`config.mk`:
```
export PLATFORM = sky130hd
export DESIGN_NAME = mem_port_arbiter
export DESIGN_NICKNAME = d
export VERILOG_FILES = /design/src/rtl/riscv_mem_pkg.sv /design/src/rtl/mem_arb_pick.sv /design/src/rtl/mem_port_arbiter.sv
export SDC_FILE = /design/constraint.sdc
export NUM_CORES = 1
export LEC_CHECK = 0
export ABC_AREA = 1
export ABC_CLOCK_PERIOD_IN_PS = 1400
export BUFFER_PORTS_ARGS = -buffer_cell sky130_fd_sc_hd__buf_2
export CAP_MARGIN = 40
export CORE_AREA = 3 3 210 212
export DETAILED_ROUTE_END_ITERATION = 8
export DIE_AREA = 0 0 213 215
export SLEW_MARGIN = 20
export SYNTH_ARGS = -nofsm -noshare
export SYNTH_HDL_FRONTEND = slang
export SYNTH_SLANG_ARGS = --single-unit
export TNS_END_PERCENT = 10
```
`constraint.sdc`:
```
create_clock -name clk -period 1.4 [get_ports clk]
set_input_delay 0.07 -clock clk [delete_from_list [all_inputs] [get_ports clk]]
set_output_delay 0.07 -clock clk [all_outputs]
set_load 0.02 [all_outputs]
```
`src/rtl/riscv_mem_pkg.sv`:
```
// Shared types and default widths for the core's memory-port arbitration.
//   owner_t : which requester currently holds the memory port
//   state_t : arbiter FSM states
package riscv_mem_pkg;

  localparam int unsigned MEM_ADDR_W = 64;
  localparam int unsigned MEM_DATA_W = 64;
  localparam int unsigned MEM_STRB_W = MEM_DATA_W / 8;

  typedef enum logic [1:0] {
    OWN_NONE = 2'd0,
    OWN_IF   = 2'd1,
    OWN_LSU  = 2'd2
  } owner_t;

  typedef enum logic [1:0] {
    ST_IDLE = 2'd0,
    ST_REQ  = 2'd1,
    ST_WAIT = 2'd2
  } state_t;

endpackage

```
`src/rtl/mem_arb_pick.sv`:
```
// Winner selection between instruction fetch and the LSU, plus the
// starvation counter that guarantees fetch forward progress.
//   clk, rst_n : clock, asynchronous active-low reset
//   if_req     : fetch request pending
//   lsu_req    : LSU request pending
//   arb_en     : arbiter is in IDLE and may take a decision this cycle
//   winner     : OWN_LSU / OWN_IF, or OWN_NONE when nobody requests
module mem_arb_pick
  import riscv_mem_pkg::*;
#(
  parameter int unsigned STARVE_MAX = 4
) (
  input  logic   clk,
  input  logic   rst_n,
  input  logic   if_req,
  input  logic   lsu_req,
  input  logic   arb_en,
  output owner_t winner
);

  localparam logic [3:0] CNT_MAX = 4'(STARVE_MAX);

  logic [3:0] starve_cnt;

  // LSU has priority unless fetch has already lost CNT_MAX times in a row.
  always_comb begin
    winner = OWN_NONE;
    if (lsu_req && !(if_req && (starve_cnt == CNT_MAX))) begin
      winner = OWN_LSU;
    end else if (if_req) begin
      winner = OWN_IF;
    end
  end

  always_ff @(posedge clk or negedge rst_n) begin
    if (!rst_n) begin
      starve_cnt <= '0;
    end else if (arb_en && (winner != OWN_NONE)) begin
      if ((winner == OWN_LSU) && if_req) begin
        starve_cnt <= (starve_cnt == CNT_MAX) ? starve_cnt : starve_cnt + 4'd1;
      end else begin
        starve_cnt <= '0;
      end
    end
  end

endmodule

```
`src/rtl/mem_port_arbiter.sv`:
```
// Shares the core's single memory port between instruction fetch (IF) and
// the load/store unit (LSU); one outstanding transaction at a time.
//   clk, rst_n              : clock, asynchronous active-low reset
//   if_req/if_addr          : fetch request, held until if_gnt
//   if_gnt/if_rvalid/if_rdata : fetch accept and one-cycle response
//   lsu_req/we/addr/wdata/wstrb : LSU request, held until lsu_gnt
//   lsu_gnt/lsu_rvalid/lsu_rdata : LSU accept and one-cycle response
//   mem_req/we/addr/wdata/wstrb : request to unified memory
//   mem_gnt/mem_rvalid/mem_rdata : memory accept and response
//   busy                    : a transaction is in progress
module mem_port_arbiter
  import riscv_mem_pkg::*;
#(
  parameter int unsigned ADDR_W     = MEM_ADDR_W,
  parameter int unsigned DATA_W     = MEM_DATA_W,
  parameter int unsigned STARVE_MAX = 4
) (
  input  logic                clk,
  input  logic                rst_n,
  input  logic                if_req,
  input  logic [ADDR_W-1:0]   if_addr,
  output logic                if_gnt,
  output logic                if_rvalid,
  output logic [DATA_W-1:0]   if_rdata,
  input  logic                lsu_req,
  input  logic                lsu_we,
  input  logic [ADDR_W-1:0]   lsu_addr,
  input  logic [DATA_W-1:0]   lsu_wdata,
  input  logic [DATA_W/8-1:0] lsu_wstrb,
  output logic                lsu_gnt,
  output logic                lsu_rvalid,
  output logic [DATA_W-1:0]   lsu_rdata,
  output logic                mem_req,
  output logic                mem_we,
  output logic [ADDR_W-1:0]   mem_addr,
  output logic [DATA_W-1:0]   mem_wdata,
  output logic [DATA_W/8-1:0] mem_wstrb,
  input  logic                mem_gnt,
  input  logic                mem_rvalid,
  input  logic [DATA_W-1:0]   mem_rdata,
  output logic                busy
);

  state_t state, state_n;
  owner_t owner, owner_n;
  owner_t winner;

  mem_arb_pick #(
    .STARVE_MAX(STARVE_MAX)
  ) u_pick (
    .clk    (clk),
    .rst_n  (rst_n),
    .if_req (if_req),
    .lsu_req(lsu_req),
    .arb_en (state == ST_IDLE),
    .winner (winner)
  );

  always_ff @(posedge clk or negedge rst_n) begin
    if (!rst_n) begin
      state <= ST_IDLE;
      owner <= OWN_NONE;
    end else begin
      state <= state_n;
      owner <= owner_n;
    end
  end

  // Address/data are passed through from the locked owner rather than
  // registered; requesters hold their fields stable until granted.
  always_comb begin
    state_n    = state;
    owner_n    = owner;
    mem_req    = 1'b0;
    mem_we     = 1'b0;
    mem_addr   = '0;
    mem_wdata  = '0;
    mem_wstrb  = '0;
    if_gnt     = 1'b0;
    lsu_gnt    = 1'b0;
    if_rvalid  = 1'b0;
    lsu_rvalid = 1'b0;
    if_rdata   = '0;
    lsu_rdata  = '0;
    busy       = (state != ST_IDLE);

    case (state)
      ST_IDLE: begin
        if (winner != OWN_NONE) begin
          owner_n = winner;
          state_n = ST_REQ;
        end
      end

      ST_REQ: begin
        mem_req = 1'b1;
        if (owner == OWN_LSU) begin
          mem_we    = lsu_we;
          mem_addr  = lsu_addr;
          mem_wdata = lsu_wdata;
          mem_wstrb = lsu_wstrb;
        end else begin
          mem_addr  = if_addr;
        end
        if (mem_gnt) begin
          if (owner == OWN_LSU) begin
            lsu_gnt = 1'b1;
          end else begin
            if_gnt  = 1'b1;
          end
          state_n = ST_WAIT;
        end
      end

      ST_WAIT: begin
        if (mem_rvalid) begin
          if (owner == OWN_LSU) begin
            lsu_rvalid = 1'b1;
            lsu_rdata  = mem_rdata;
          end else begin
            if_rvalid  = 1'b1;
            if_rdata   = mem_rdata;
          end
          owner_n = OWN_NONE;
          state_n = ST_IDLE;
        end
      end

      default: begin
        state_n = ST_IDLE;
        owner_n = OWN_NONE;
      end
    endcase
  end

endmodule

```
==> out/qor.txt <==
most common cell after layout, fill and taps aside: buf_2
skew final: 0.00238 ns
wire length per cell: 17.2 µm
Most common cell on crit path: buf_6
sequential fraction of design power: 2.9%
overall routing resource usage: 11.9%
Max IR drop VDD: 0.720 mV
type of the tightest min-delay check: in2reg
Cell Pwr Density: 1660 nW/µm²
core area: 42100 µm²
RSZ-0062 raised after global routing: true
Post-Synthesis Cell Area: 2930 µm²
crit-path max cell delay: 0.35 ns
LEAKAGE: 4.62 nW
drc violations: 0
Cell Rows: 75
share of layout cells above drive strength 1: 57.8%
Worst Path Buf+Inv: 6
Final Wtd Congestion: 0.890
Final Hold Viols: 0
Comb pwr share: 93.5%
critical path class: reg2out
largest net degree at the start of global routing: 66
Hold Path Depth: 3
Critical Path AT: 1.69 ns
IO buf count: 541
most frequent cells in the layout: 343 x buf_2, 275 x nor2_1, 176 x buf_4
worst slew pin tran: 0.353 ns
Final Cycle Share: 126%
Die X: 213 µm
Seq/Total Area, Yosys: 6.83%
Max Fclk: 567 MHz
failing checks: negative setup slack
Tmin final: 1.76 ns
CP startpoint kind: register
dominant synthesized flop cell: dfrtp_1
TritonCTS Buffers: 3
Non-Filler Instances: 1765
Layout fillers: 4819
Slowest cell on crit path: dfrtp_1
post-layout util: 19.2%
Antenna Violating Nets Remaining: 0
CP Data Required Time: 1.33 ns
Clk Latency, worst-skew pair: 0.23 ns
Syn Inst Count: 650
P_sw: 7.41 mW
first-pass GRT wire length: 39.3 mm
CTS root buf: clkbuf_16
Synth area leaders: nor2_1 41%, nand2_1 12%, o21ai_0 11%
Power Total: 13.4 mW
total number of vias: 6340
nets@finish: 1492
Synth Register Bits: 8
final wirelength: 30.4 mm
H-tree depth: 1
CP cell instances: inv_2 > nor2_4 > buf_6 > buf_12 > buf_6 > buf_6 > o21ai_1 > nor2_1 > buf_4
gr ovfl total: 0
dpl hpwl: 24.2 mm
Worst path top cell family by delay: buffers and inverters
vias in the first global route: 5909
Synth Net Count: 923
Worst-path clk slew: 0.04 ns
area delta synth->final: 175%
cell depth of the worst setup path: 9
Clock power frac: 3.6%
deepest clock path buffer count: 2
cell taking the most area after synthesis: nor2_1
dpl ws: -0.196 ns
Max transition margin: 76.4%
Die Y: 215 µm
Worst Setup End Kind: output pin
met3 Usage GRT: 2.76%
internal power: 5.99 mW
GR Layer Usage met1: 12.5%
max-cap check violation count: 0
Initial Utilization: 6.96%
post-DR vias/cell: 3.59
placed cells: 1730
status: finished with violations
Netlist cell types: 17
clock tree from TritonCTS: yes
fin. max-slew vios: 0
worst reg-to-reg path cell count: 4
First-pass DRT Iterations: 4
Sinks on Clock Net: 8
syn avg cell area: 4.51 µm²
1st-iter DRT viols: 222
setup TNS: -70.14 ns
GRT met2 Usage: 23.3%
Post-synth ARST share: 100%
Worst Path Max Fanout: 6
Die ar.: 45800 µm²
Yosys warning total: 0
GRT busiest layer: met2
sw frac: 55.3%
I/O Pins: 542
Setup WS post-layout: -0.363 ns
Post-synth EDFFs: 0
initial antenna violation count: 27
Synth top area share: 40.6%
final setup vio count: 269
[cells by family after synthesis]
family | Yosys count | synth area share [%]
AND/OR/NAND/NOR | 442 | 59.0
buffers and inverters | 129 | 21.4
flip-flops | 8 | 6.83
adder cells (fa/ha/maj) | 2 | 0.853
AO/OA/AOI/OAI | 68 | 11.6
XOR/XNOR | 1 | 0.299
[flip-flops by register name, summed over array words and instances, names as in the netlist]
register,flops
owner,2
u_pick.starve_cnt,4
state,2
[synth_stat cells (2+ instances only)]
cell and number:
inv_1 74, nand2_1 95, nor2_1 317, dfrtp_1 8, inv_2 4, o21ai_1 5
o21ai_0 63, buf_6 10, buf_4 10, nor2_2 21, clkbuf_1 7, ha_1 2
buf_2 24, nand3_1 7
[metrics by stage]
stage,cell area [µm²],hold WS [ns]
finish,8080,0.122
global route,8070,0.136
CTS,7640,0.129
detailed placement,6510,-0.0681
global placement,6510,-0.0700
floorplan,2930,-0.226
[layer usage]
layer	part of all wire, %	routed length [µm]
met5	0.32	98
met4	2.2	678
met3	8.3	2520
met2	53	16100
met1	36	10900
[layout make-up]
class                           instances  area [µm²]  area share [%]
Clock buffer                            3        75.1           0.930
Sequential cell                         8         200            2.48
Multi-Input combinational cell        513        2400            29.8
Tap cell                              539         674            8.35
Antenna cell                            9        22.5           0.279
Inverter                               78         305            3.78
Timing Repair Buffer                  615        4390            54.4
[power groups by stage]
stage,Clock (mW),Sequential [mW],Combinational (mW)
floorplan,0,0.374,5.49
global placement,0,0.381,9.37
detailed placement,0,0.385,9.33
CTS,0.490,0.387,12.1
global route,0.503,0.399,13.5
finish,0.483,0.387,12.5
[worst reg2reg max path, stage by stage, from the launching register on]
cell and delay, ns:
dfrtp_1 0.41, nand2_4 0.12, buf_4 0.22, buf_4 0.28, o21ai_0 0.10
[repair_timing]
item,CTS,global route
buffers inserted,12,2
endpoints found under the setup margin,269,271
hold buffers,1,0
cloned,7,2
endpoints found under the hold margin,8,0
gates resized for setup,282,110
pin swaps,8,7
[path summary, 6_finish.rpt]
path	start	endpoint	slack, ns
worst max-delay path	owner[1]$_DFFE_PN0P_	mem_addr[46]	-0.36
worst min-delay path	if_req	owner[0]$_DFFE_PN0P_	0.12
worst min register to register	u_pick.starve_cnt[0]$_DFFE_PN0P_	u_pick.starve_cnt[0]$_DFFE_PN0P_	0.54
max in group asynchronous	rst_n	state[0]$_DFFE_PN0P_	0.99
worst max register to register	state[0]$_DFFE_PN0P_	state[0]$_DFFE_PN0P_	0.15
min in group asynchronous	rst_n	u_pick.starve_cnt[1]$_DFFE_PN0P_	0.23
(Power assumes the default switching activity.)
